<file path="src/rtl/cpu_trace_pkg.sv">
// Shared types and helpers for the CPU retire-stream monitor.
//   state_e   : monitor FSM states (encoding is visible on the state port)
//   opcode_e  : 4-bit opcode field values 0..7; anything above 7 is unknown
//   sat_inc   : saturating increment for counters up to SAT_W bits wide
package cpu_trace_pkg;

  typedef enum logic [1:0] {
    IDLE    = 2'd0,
    RUN     = 2'd1,
    HALTED  = 2'd2,
    TIMEOUT = 2'd3
  } state_e;

  typedef enum logic [3:0] {
    OP_ADD = 4'd0,
    OP_SUB = 4'd1,
    OP_AND = 4'd2,
    OP_OR  = 4'd3,
    OP_LW  = 4'd4,
    OP_SW  = 4'd5,
    OP_BEQ = 4'd6,
    OP_JMP = 4'd7
  } opcode_e;

  localparam int OPC_W   = 4;
  localparam int NUM_OPC = 8;
  localparam int SAT_W   = 64;

  // Increment val, holding at the all-ones value of a width-bit counter.
  // Callers zero-extend into SAT_W bits and truncate the result back.
  function automatic logic [SAT_W-1:0] sat_inc(input logic [SAT_W-1:0] val,
                                              input int unsigned     width);
    logic [SAT_W-1:0] max_val;
    if (width >= SAT_W) max_val = '1;
    else                max_val = (SAT_W'(1) << width) - SAT_W'(1);
    if (val >= max_val) return max_val;
    else                return val + SAT_W'(1);
  endfunction

endpackage

</file>
<file path="src/rtl/cpu_trace_monitor_ring.sv">
// Circular trace store: keeps the most recent DEPTH entries.
//   clk, rst_n  : clock, asynchronous active-low reset
//   flush       : synchronous wipe of pointers, count and storage
//   push        : write push_data; when full the oldest entry is overwritten
//   pop         : drop the head entry (ignored when empty)
//   head_data   : oldest entry, combinational from storage
//   empty       : no entries held
// DEPTH must be a power of two so pointers wrap naturally.
module trace_ring_buffer #(
  parameter int WIDTH = 32,
  parameter int DEPTH = 16
) (
  input  logic             clk,
  input  logic             rst_n,
  input  logic             flush,
  input  logic             push,
  input  logic [WIDTH-1:0] push_data,
  input  logic             pop,
  output logic [WIDTH-1:0] head_data,
  output logic             empty
);

  localparam int PTR_W = $clog2(DEPTH);
  localparam int CNT_BW = PTR_W + 1;

  logic [WIDTH-1:0]  mem [DEPTH];
  logic [PTR_W-1:0]  wr_ptr;
  logic [PTR_W-1:0]  rd_ptr;
  logic [CNT_BW-1:0] count;
  logic              full;
  logic              pop_fire;

  assign empty     = (count == '0);
  assign full      = (count == CNT_BW'(DEPTH));
  assign pop_fire  = pop && !empty;
  assign head_data = mem[rd_ptr];

  always_ff @(posedge clk or negedge rst_n) begin
    if (!rst_n) begin
      wr_ptr <= '0;
      rd_ptr <= '0;
      count  <= '0;
      for (int i = 0; i < DEPTH; i++) mem[i] <= '0;
    end else if (flush) begin
      wr_ptr <= '0;
      rd_ptr <= '0;
      count  <= '0;
      for (int i = 0; i < DEPTH; i++) mem[i] <= '0;
    end else begin
      if (push) begin
        mem[wr_ptr] <= push_data;
        wr_ptr      <= wr_ptr + PTR_W'(1);
      end
      // A push into a full ring drags the read pointer along with it, so the
      // head always stays the oldest surviving entry.
      if (pop_fire || (push && full)) rd_ptr <= rd_ptr + PTR_W'(1);
      if (push && !pop_fire && !full)  count <= count + CNT_BW'(1);
      else if (pop_fire && !push)      count <= count - CNT_BW'(1);
    end
  end

endmodule

</file>
<file path="src/rtl/cpu_trace_monitor.sv">
// Retire-stream monitor for the 16-bit CPU core.
// Counts RUN cycles and retires, detects halt (same PC retired HALT_REPEAT
// times in a row) and watchdog timeout, and keeps a trace of the last
// TRACE_DEPTH {pc, instr} pairs that can be drained once RUN has ended.
// Build option: define OPCODE_HIST_EN to add per-opcode retire counters;
// without it hist_flat is tied to zero.
// Ports:
//   clk, rst_n           : clock, asynchronous active-low reset
//   start                : IDLE -> RUN
//   clear                : back to IDLE, wipe counters and trace
//   retire_valid/pc/instr: retire stream from the core
//   rd_valid/ready/data  : trace drain, oldest first, {pc, instr}
//   state                : IDLE=0 RUN=1 HALTED=2 TIMEOUT=3
//   cycle_count          : cycles spent in RUN
//   instr_count          : retires accepted in RUN
//   unknown_count        : retires with opcode > 7
//   hist_flat            : opcode k count at [k*CNT_W +: CNT_W]
//
// state   | meaning
// IDLE    | waiting for start; counters and trace empty
// RUN     | counting and tracing retires
// HALTED  | halt seen; everything frozen, trace drainable
// TIMEOUT | watchdog expired; everything frozen, trace drainable
module cpu_trace_monitor
  import cpu_trace_pkg::*;
#(
  parameter int PC_W           = 16,
  parameter int INSTR_W        = 16,
  parameter int TRACE_DEPTH    = 16,
  parameter int HALT_REPEAT    = 2,
  parameter int TIMEOUT_CYCLES = 100,
  parameter int CNT_W          = 32
) (
  input  logic                    clk,
  input  logic                    rst_n,
  input  logic                    start,
  input  logic                    clear,
  input  logic                    retire_valid,
  input  logic [PC_W-1:0]         retire_pc,
  input  logic [INSTR_W-1:0]      retire_instr,
  output logic                    rd_valid,
  input  logic                    rd_ready,
  output logic [PC_W+INSTR_W-1:0] rd_data,
  output logic [1:0]              state,
  output logic [CNT_W-1:0]        cycle_count,
  output logic [CNT_W-1:0]        instr_count,
  output logic [CNT_W-1:0]        unknown_count,
  output logic [8*CNT_W-1:0]      hist_flat
);

  localparam int REP_W = $clog2(HALT_REPEAT + 1);

  function automatic logic [CNT_W-1:0] cnt_inc(input logic [CNT_W-1:0] v);
    return CNT_W'(sat_inc(SAT_W'(v), CNT_W));
  endfunction

  state_e             state_q;
  logic [REP_W-1:0]   rep_q;
  logic [REP_W-1:0]   rep_next;
  logic [PC_W-1:0]    last_pc_q;
  logic [CNT_W-1:0]   cycle_q;
  logic [CNT_W-1:0]   instr_q;
  logic [CNT_W-1:0]   unknown_q;
  logic [OPC_W-1:0]   opcode;
  logic               opc_unknown;
  logic               in_run;
  logic               accept;
  logic               halt_hit;
  logic               timeout_hit;
  logic               ring_empty;

  assign opcode      = retire_instr[INSTR_W-1 -: OPC_W];
  assign opc_unknown = (opcode > OPC_W'(OP_JMP));
  assign in_run      = (state_q == RUN);
  assign accept      = in_run && retire_valid && !clear;

  // rep_q == 0 marks "no retire yet this run", so the first retire always
  // restarts the streak even if its PC matches a stale last_pc_q.
  always_comb begin
    rep_next = REP_W'(1);
    if (rep_q != '0 && retire_pc == last_pc_q && rep_q != REP_W'(HALT_REPEAT))
      rep_next = rep_q + REP_W'(1);
  end

  assign halt_hit    = accept && (rep_next == REP_W'(HALT_REPEAT));
  assign timeout_hit = in_run && (cycle_q == CNT_W'(TIMEOUT_CYCLES - 1));

  always_ff @(posedge clk or negedge rst_n) begin
    if (!rst_n) begin
      state_q   <= IDLE;
      rep_q     <= '0;
      last_pc_q <= '0;
    end else if (clear) begin
      state_q   <= IDLE;
      rep_q     <= '0;
      last_pc_q <= '0;
    end else begin
      case (state_q)
        IDLE: begin
          rep_q <= '0;
          if (start) state_q <= RUN;
        end
        RUN: begin
          if (accept) begin
            rep_q     <= rep_next;
            last_pc_q <= retire_pc;
          end
          // Halt outranks a timeout landing on the same cycle.
          if (halt_hit)         state_q <= HALTED;
          else if (timeout_hit) state_q <= TIMEOUT;
        end
        default: state_q <= state_q;
      endcase
    end
  end

  always_ff @(posedge clk or negedge rst_n) begin
    if (!rst_n) begin
      cycle_q   <= '0;
      instr_q   <= '0;
      unknown_q <= '0;
    end else if (clear) begin
      cycle_q   <= '0;
      instr_q   <= '0;
      unknown_q <= '0;
    end else if (in_run) begin
      cycle_q <= cnt_inc(cycle_q);
      if (retire_valid) begin
        instr_q <= cnt_inc(instr_q);
        if (opc_unknown) unknown_q <= cnt_inc(unknown_q);
      end
    end
  end

  trace_ring_buffer #(
    .WIDTH (PC_W + INSTR_W),
    .DEPTH (TRACE_DEPTH)
  ) u_ring (
    .clk       (clk),
    .rst_n     (rst_n),
    .flush     (clear),
    .push      (accept),
    .push_data ({retire_pc, retire_instr}),
    .pop       (rd_valid && rd_ready),
    .head_data (rd_data),
    .empty     (ring_empty)
  );

  assign rd_valid      = !in_run && !ring_empty;
  assign state         = state_q;
  assign cycle_count   = cycle_q;
  assign instr_count   = instr_q;
  assign unknown_count = unknown_q;

`ifdef OPCODE_HIST_EN
  logic [CNT_W-1:0] hist_q [NUM_OPC];

  always_ff @(posedge clk or negedge rst_n) begin
    if (!rst_n) begin
      for (int k = 0; k < NUM_OPC; k++) hist_q[k] <= '0;
    end else if (clear) begin
      for (int k = 0; k < NUM_OPC; k++) hist_q[k] <= '0;
    end else if (accept && !opc_unknown) begin
      hist_q[opcode[2:0]] <= cnt_inc(hist_q[opcode[2:0]]);
    end
  end

  for (genvar k = 0; k < NUM_OPC; k++) begin : g_hist
    assign hist_flat[k*CNT_W +: CNT_W] = hist_q[k];
  end
`else
  assign hist_flat = '0;
`endif

endmodule

</file>
<file path="config.mk">
export PLATFORM = sky130hd
export DESIGN_NAME = cpu_trace_monitor
export DESIGN_NICKNAME = d
export VERILOG_FILES = /design/src/rtl/cpu_trace_pkg.sv /design/src/rtl/cpu_trace_monitor_ring.sv /design/src/rtl/cpu_trace_monitor.sv
export SDC_FILE = /design/constraint.sdc
export NUM_CORES = 1
export LEC_CHECK = 0
export CAP_MARGIN = 0
export CORE_MARGIN = 5
export CORE_UTILIZATION = 25
export DETAILED_ROUTE_END_ITERATION = 10
export DONT_BUFFER_PORTS = 1
export GPL_ROUTABILITY_DRIVEN = 0
export SLEW_MARGIN = 30
export SYNTH_ARGS = -nofsm -noshare
export SYNTH_HDL_FRONTEND = slang
export SYNTH_SLANG_ARGS = --single-unit
</file>
<file path="constraint.sdc">
create_clock -name clk -period 2.6 [get_ports clk]
set_clock_uncertainty 0.15 [all_clocks]
set_input_delay 0.13 -clock clk [delete_from_list [all_inputs] [get_ports clk]]
set_output_delay 0.13 -clock clk [all_outputs]
set_load 0.005 [all_outputs]
</file>
==> results.cfg, run 1 <==
[die]
ioPinCount = 425
fp.dieW_um = 375
rows = 133
start_util_pct = 25.2
coreArea_mm2 = 0.132
fp.dieH_um = 375
die_area_mm2 = 0.140

[power_and_ir_drop]
irDropWorstVdd_v = 0.000436
power_density_mw_per_mm2 = 608
leakagePower_nw = 15.5

[setup_path]
endpoint_kind = output port
critPathMaxFanout = 8
crit_path_cell_trace = buf_12 -> buf_16 -> mux4_2 -> mux4_2
cpMostUsedCell = mux4_2
ff2ff_path_depth = 9
r2r_start = cycle_count[0]$_DFFE_PN0P_
path_depth = 4
r2r_slack_ns = 0.11
required_ns = 2.32
critical_path_class = register to output port
crit_family = multiplexers
r2r-end = cycle_count[11]$_DFFE_PN0P_
startpoint = u_ring.rd_ptr[0]$_DFFE_PN0P_
arrival_ns = 2.62
cp_slowest_stage_delay_ns = 0.60
start_kind = register
critPathBufInv = 2
slowest_stage = mux4_2
worstSetupEndpoint = rd_data[30]

[synth]
synthAdderAreaFrac_pct = 0.587
async_flop_share_pct = 100
synth-seq-area-share_pct = 48.2
synth_compound_area_share_pct = 11.3
muxShareOfSynthArea_pct = 11.0
synth-edff-count = 0
synth_ff_type = dfrtp_1
synth_area_mm2 = 0.0333
synthSimpleGateAreaFrac_pct = 18.6
synthDistinctLibCells = 60
syn_area_per_cell_um2 = 9.28
synth_top_family_by_area = simple AND/OR/NAND/NOR gates
ys_seq_elements = 641
synth_xor_area_share_pct = 0.763
synth_cells = 3587
yosys_warnings = 0

[routing]
drtPass1Iterations = 6
drc = 0
drtIter0Drc = 2895
drt-vias-per-instance = 4.88
routed_wl_um = 110000
vias = 26500
antenna_left = 0
wire_per_inst_um = 20.2

[timing]
tns_ns = -8.57
relSlewSlack_pct = 29.6
fmax_mhz = 344
report.final.slew_viol_count = 0
hold_ws_ns = -0.950
setup_ws_ns = -0.305
worst_pin_slew_ns = 1.06
finalSetupViolCount = 35
rsz0062_at_grt = true
min_period_ns = 2.90
min_period_over_period_pct = 112
hold_viol_final = 145

[global_route]
grt_pass1_vias = 25500
grt_max_degree = 646
grt_pass1_wl_um = 164000
overflow = 0
grt_usage_pct = 14.8
antenna_found_initial = 17

[status]
failed_checks = negative hold slack, negative setup slack
status = finished, violations left

[cells_and_area]
layout-drive-gt1-share_pct = 14.8
layoutNonFillerInstCount = 5426
area_growth_pct = 17.1
finalNetCount = 3667

[placement]
io_buffers = 0
dp_cells = 5202
hpwlAfterDp_um = 65000

[cts]
clock_latency_ns = 0.64
htreeDepth = 3
cts_buffers = 68
cts_buffer_depth = 3
cts_root_buf = clkbuf_16
cts_tree = yes
clock-sinks = 641
path_clk_slew_ns = 0.07

[run]
maxCapViolCount = 0

[worst_hold_path]
hp-class = input port to asynchronous set/reset pin
==> final cells by class <==
class / count / area [µm²]
inverters: 16 / 60.1
clock inverters: 33 / 470
fillers: 13600 / 92800
flip-flops and latches: 641 / 16100
well taps: 1755 / 2200
diodes: 3 / 7.51
multi-input cells: 2618 / 15300
clock buffers: 91 / 1920
repair buffers: 269 / 2990
==> registers in the layout, summed over array words and instances, names as in the netlist <==
register / cells
u_ring.mem: 512
last_pc_q: 16
u_ring.wr_ptr: 4
cycle_count: 32
u_ring.count: 5
state: 2
u_ring.rd_ptr: 4
rep_q: 2
instr_count: 32
unknown_count: 32
==> logic make-up (layout without fill, tap and decap cells) <==
family                     after synthesis  after routing
and+or+nand+nor                       1462           1462
AOI/OAI and AO/OA                      689            689
DFF                                    641            641
buffers and inverters                  583            409
muxes                                  167            167
xor gates and xnor gates                29             29
adders and majority gates               15             15
other                                    1            259
==> synthesized netlist by cell type, types with 26 or more instances <==
cell	count	area share [%]
clkbuf_1	281	3.2
nor2_1	87	0.98
a31oi_1	29	0.55
mux4_2	160	11
a211oi_1	28	0.63
a21oi_1	563	8.5
nand3_1	46	0.69
buf_4	256	5.8
dfrtp_1	641	48
nand2_1	1104	12
and3_1	31	0.58
nor3_1	66	0.99
nand4_1	26	0.49
==> layout by cell type, fill, tap and decap left out, drive strengths merged, types with 5 or more instances in the layout <==
master,instances
a21oi,563
o21ai,12
mux4,160
inv,17
and2,8
dfrtp,641
nor4,28
xnor2,25
and4,25
buf,199
clkbuf,92
nor2b,7
nand2,1104
nand4,27
a31oi,29
nand3,47
a311oi,11
or3,7
a41oi,12
bufinv,9
clkinv,22
nor2,87
conb,256
and3,31
dlygate4sd3,69
o21a,6
mux2i,7
a211oi,28
nor3,66
ha,14
o21bai,10
nand2b,5
==> repair_timing <==
item / CTS / global route
setup endpoints to repair: 32 / 43
resized for setup: 29 / 23
cloned: 6 / 1
endpoints found under the hold margin: 1282 / 252
setup buffers: 12 / 2
hold buffers: 67 / 6
==> how the worst min path moves through the flow <==
stage / start / to / slack [ns] / depth (start not counted)
3_5_place_dp: rst_n / unknown_count[18]$_DFFE_PN0P_ / -0.22 / 0
4_1_cts: rst_n / unknown_count[18]$_DFFE_PN0P_ / -0.89 / 0
6_report: rst_n / unknown_count[18]$_DFFE_PN0P_ / -0.95 / 0
5_1_grt: rst_n / unknown_count[18]$_DFFE_PN0P_ / -0.97 / 0
3_3_place_gp: rst_n / unknown_count[17]$_DFFE_PN0P_ / -0.22 / 0
2_1_floorplan: rst_n / cycle_count[0]$_DFFE_PN0P_ / -0.32 / 0
==> report_power, final <==
part	leakage (nW)	internal [mW]	switching [mW]
Clock	1.18	6.15	4.35
Combinational	5.38	1.33	1.69
Sequential	8.92	10.1	0.0993
Total	15.5	17.5	6.14
==> metrics by stage <==
step	cell area (µm²)	setup WS, ns	util (%)	power (mW)
detailed placement	35200	-0.132	26.7	12.3
global route	39000	-0.358	29.6	24.5
global placement	35200	-0.286	26.7	12.3
finish	39000	-0.305	29.6	23.7
CTS	38600	-0.378	29.3	23.5
floorplan	34300	0.00350	-	12.1
==> metal layers <==
| layer | wire length [µm] | global-route usage (%) |
|---|---|---|
| met5 | 100 | 0 |
| met4 | 3150 | 4.78 |
| met3 | 7980 | 2.74 |
| met2 | 53800 | 24.9 |
| met1 | 44600 | 19.4 |
Note: power is estimated with default switching activity, not from simulation.
==> inputs of run 2 (changes only) <==
--- a/config.mk
+++ b/config.mk
@@ -5,11 +5,11 @@
 export SDC_FILE = /design/constraint.sdc
 export NUM_CORES = 1
 export LEC_CHECK = 0
+export BUFFER_PORTS_ARGS = -buffer_cell sky130_fd_sc_hd__buf_2
 export CAP_MARGIN = 0
 export CORE_MARGIN = 5
 export CORE_UTILIZATION = 25
 export DETAILED_ROUTE_END_ITERATION = 10
-export DONT_BUFFER_PORTS = 1
 export GPL_ROUTABILITY_DRIVEN = 0
 export SLEW_MARGIN = 30
 export SYNTH_ARGS = -nofsm -noshare
==> results.cfg, run 2 (synthesis results as in run 1) <==
[timing]
relSlewSlack_pct = 31.0
hold_viol_final = 0
worst_pin_slew_ns = 1.04
rsz0062_at_grt = true
setup_ws_ns = -0.439
tns_ns = -12.15
min_period_ns = 3.04
fmax_mhz = 329
finalSetupViolCount = 32
min_period_over_period_pct = 117
report.final.slew_viol_count = 0

[cts]
cts_tree = yes
cts_root_buf = clkbuf_16
clock-sinks = 641
htreeDepth = 3
clock_latency_ns = 0.66
cts_buffers = 70
cts_buffer_depth = 3
path_clk_slew_ns = 0.07

[cells_and_area]
n_fill_cell = 13600
layoutNonFillerInstCount = 5563
multi_input_area_mm2 = 0.0152
finalNetCount = 3807
largest_reg_flops = 512
seqCellArea_mm2 = 0.0161
layout-drive-gt1-share_pct = 18.2
layout_common_cells = nand2_1 (1103), dfrtp_1 (637), a21oi_1 (562)
top_register = u_ring.mem
area_growth_pct = 19.2
final_common_cell = nand2_1

[die]
ioPinCount = 425
start_util_pct = 25.2
coreArea_mm2 = 0.132
rows = 133
fp.dieW_um = 375
fp.dieH_um = 375
die_area_mm2 = 0.140

[routing]
antenna_left = 0
drtPass1Iterations = 8
drc = 0
wire_per_inst_um = 20.4
vias = 27200
drtIter0Drc = 2841
routed_wl_um = 114000
drt-vias-per-instance = 4.88

[power_and_ir_drop]
p_seq_share_pct = 42.5
irDropWorstVdd_v = 0.000488
power_density_mw_per_mm2 = 602
leakagePower_nw = 16.2
p_int_mw = 17.6
clockPowerShare_pct = 43.2
p_sw_mw = 6.30
switching_share_pct = 26.4
p_comb_share_pct = 14.2

[worst_hold_path]
hp-class = input port to asynchronous set/reset pin

[global_route]
top_usage_layer = met2
use_met1_pct = 20.3
antenna_found_initial = 4
grt_max_degree = 212
overflow = 0
grt_pass1_wl_um = 170000
grt_usage_pct = 15.5
grt_pass1_vias = 26100
globalRouteMet2Util_pct = 25.9
met3_usage_pct = 2.67

[setup_path]
cp_slowest_stage_delay_ns = 0.49
start_kind = register
crit_path_cell_trace = buf_12 -> bufbuf_16 -> mux4_2 -> mux4_2 -> buf_2
endpoint_kind = output port
critPathMaxFanout = 10
ff2ff_path_depth = 10
r2r_start = u_ring.count[0]$_DFFE_PN0P_
required_ns = 2.32
startpoint = u_ring.rd_ptr[0]$_DFFE_PN0P_
cpMostUsedCell = mux4_2
arrival_ns = 2.76
slowest_stage = mux4_2
critical_path_class = register to output port

[run]
maxCapViolCount = 0

[placement]
dp_cells = 5371
io_buffers = 168
hpwlAfterDp_um = 69300

[status]
status = finished, violations left
failed_checks = negative setup slack
## run 2: routing by layer
metal  vias to the layer above  routed length, µm
met5                         -                 27
met4                         4               3630
met3                       212               8530
met2                      1170              55500
met1                     13700              46000
li1                      12100                  -
## run 2: critical path: cells and delay by family (launching register included)
family                 cells  cell delay, ns
buffers and inverters      3            0.66
DFF                        1            0.46
muxes                      2            0.97
## run 2: power groups by stage
stage	clock, mW	sequential [mW]	combinational [mW]
2_1_floorplan	0	10.3	1.83
3_3_place_gp	0	10.3	2.58
3_5_place_dp	0	10.3	2.59
4_1_cts	10.6	10.1	3.35
5_1_grt	11.0	10.2	3.66
6_report	10.3	10.2	3.40
## run 2: final cells by class
cell class | instances | area share (%)
flip-flops and latches | 641 | 40.5
inverters | 16 | 0.151
multi-input cells | 2618 | 38.4
clock inverters | 23 | 0.877
diodes | 3 | 0.0189
clock buffers | 100 | 5.03
well taps | 1755 | 5.54
repair buffers | 407 | 9.48
## run 2: metrics by stage
| stage | util (%) | hold WS [ns] | area, µm² | total power [mW] | setup slack (ns) |
|---|---|---|---|---|---|
| floorplan | - | -0.316 | 34300 | 12.1 | 0.00350 |
| global placement | 27.5 | -0.0992 | 36200 | 12.9 | -0.0624 |
| detailed placement | 27.5 | -0.0991 | 36200 | 12.9 | 0.0811 |
| CTS | 30.0 | 0.0352 | 39500 | 24.1 | -0.461 |
| global route | 30.1 | 0.0747 | 39600 | 24.8 | -0.485 |
| finish | 30.1 | 0.0529 | 39600 | 23.9 | -0.439 |
## run 2: worst paths after layout
check	end	slack (ns)
min in group clk	last_pc_q[3]$_DFFE_PN0P_	0.21
setup reg to reg	u_ring.count[4]$_DFFE_PN0P_	0.15
setup / recovery	rd_data[19]	-0.44
hold / removal	instr_count[3]$_DFFE_PN0P_	0.05
hold reg to reg	instr_count[20]$_DFFE_PN0P_	0.35
max in group asynchronous	u_ring.mem[45]$_DFFE_PN0P_	1.56
## run 2: repair_timing
action                      CTS  global route
buffers inserted             16             0
setup endpoints to repair    32            38
hold buffers                 38             0
cloned                       10             2
hold endpoints to repair   1183             0
resized for setup            36            10
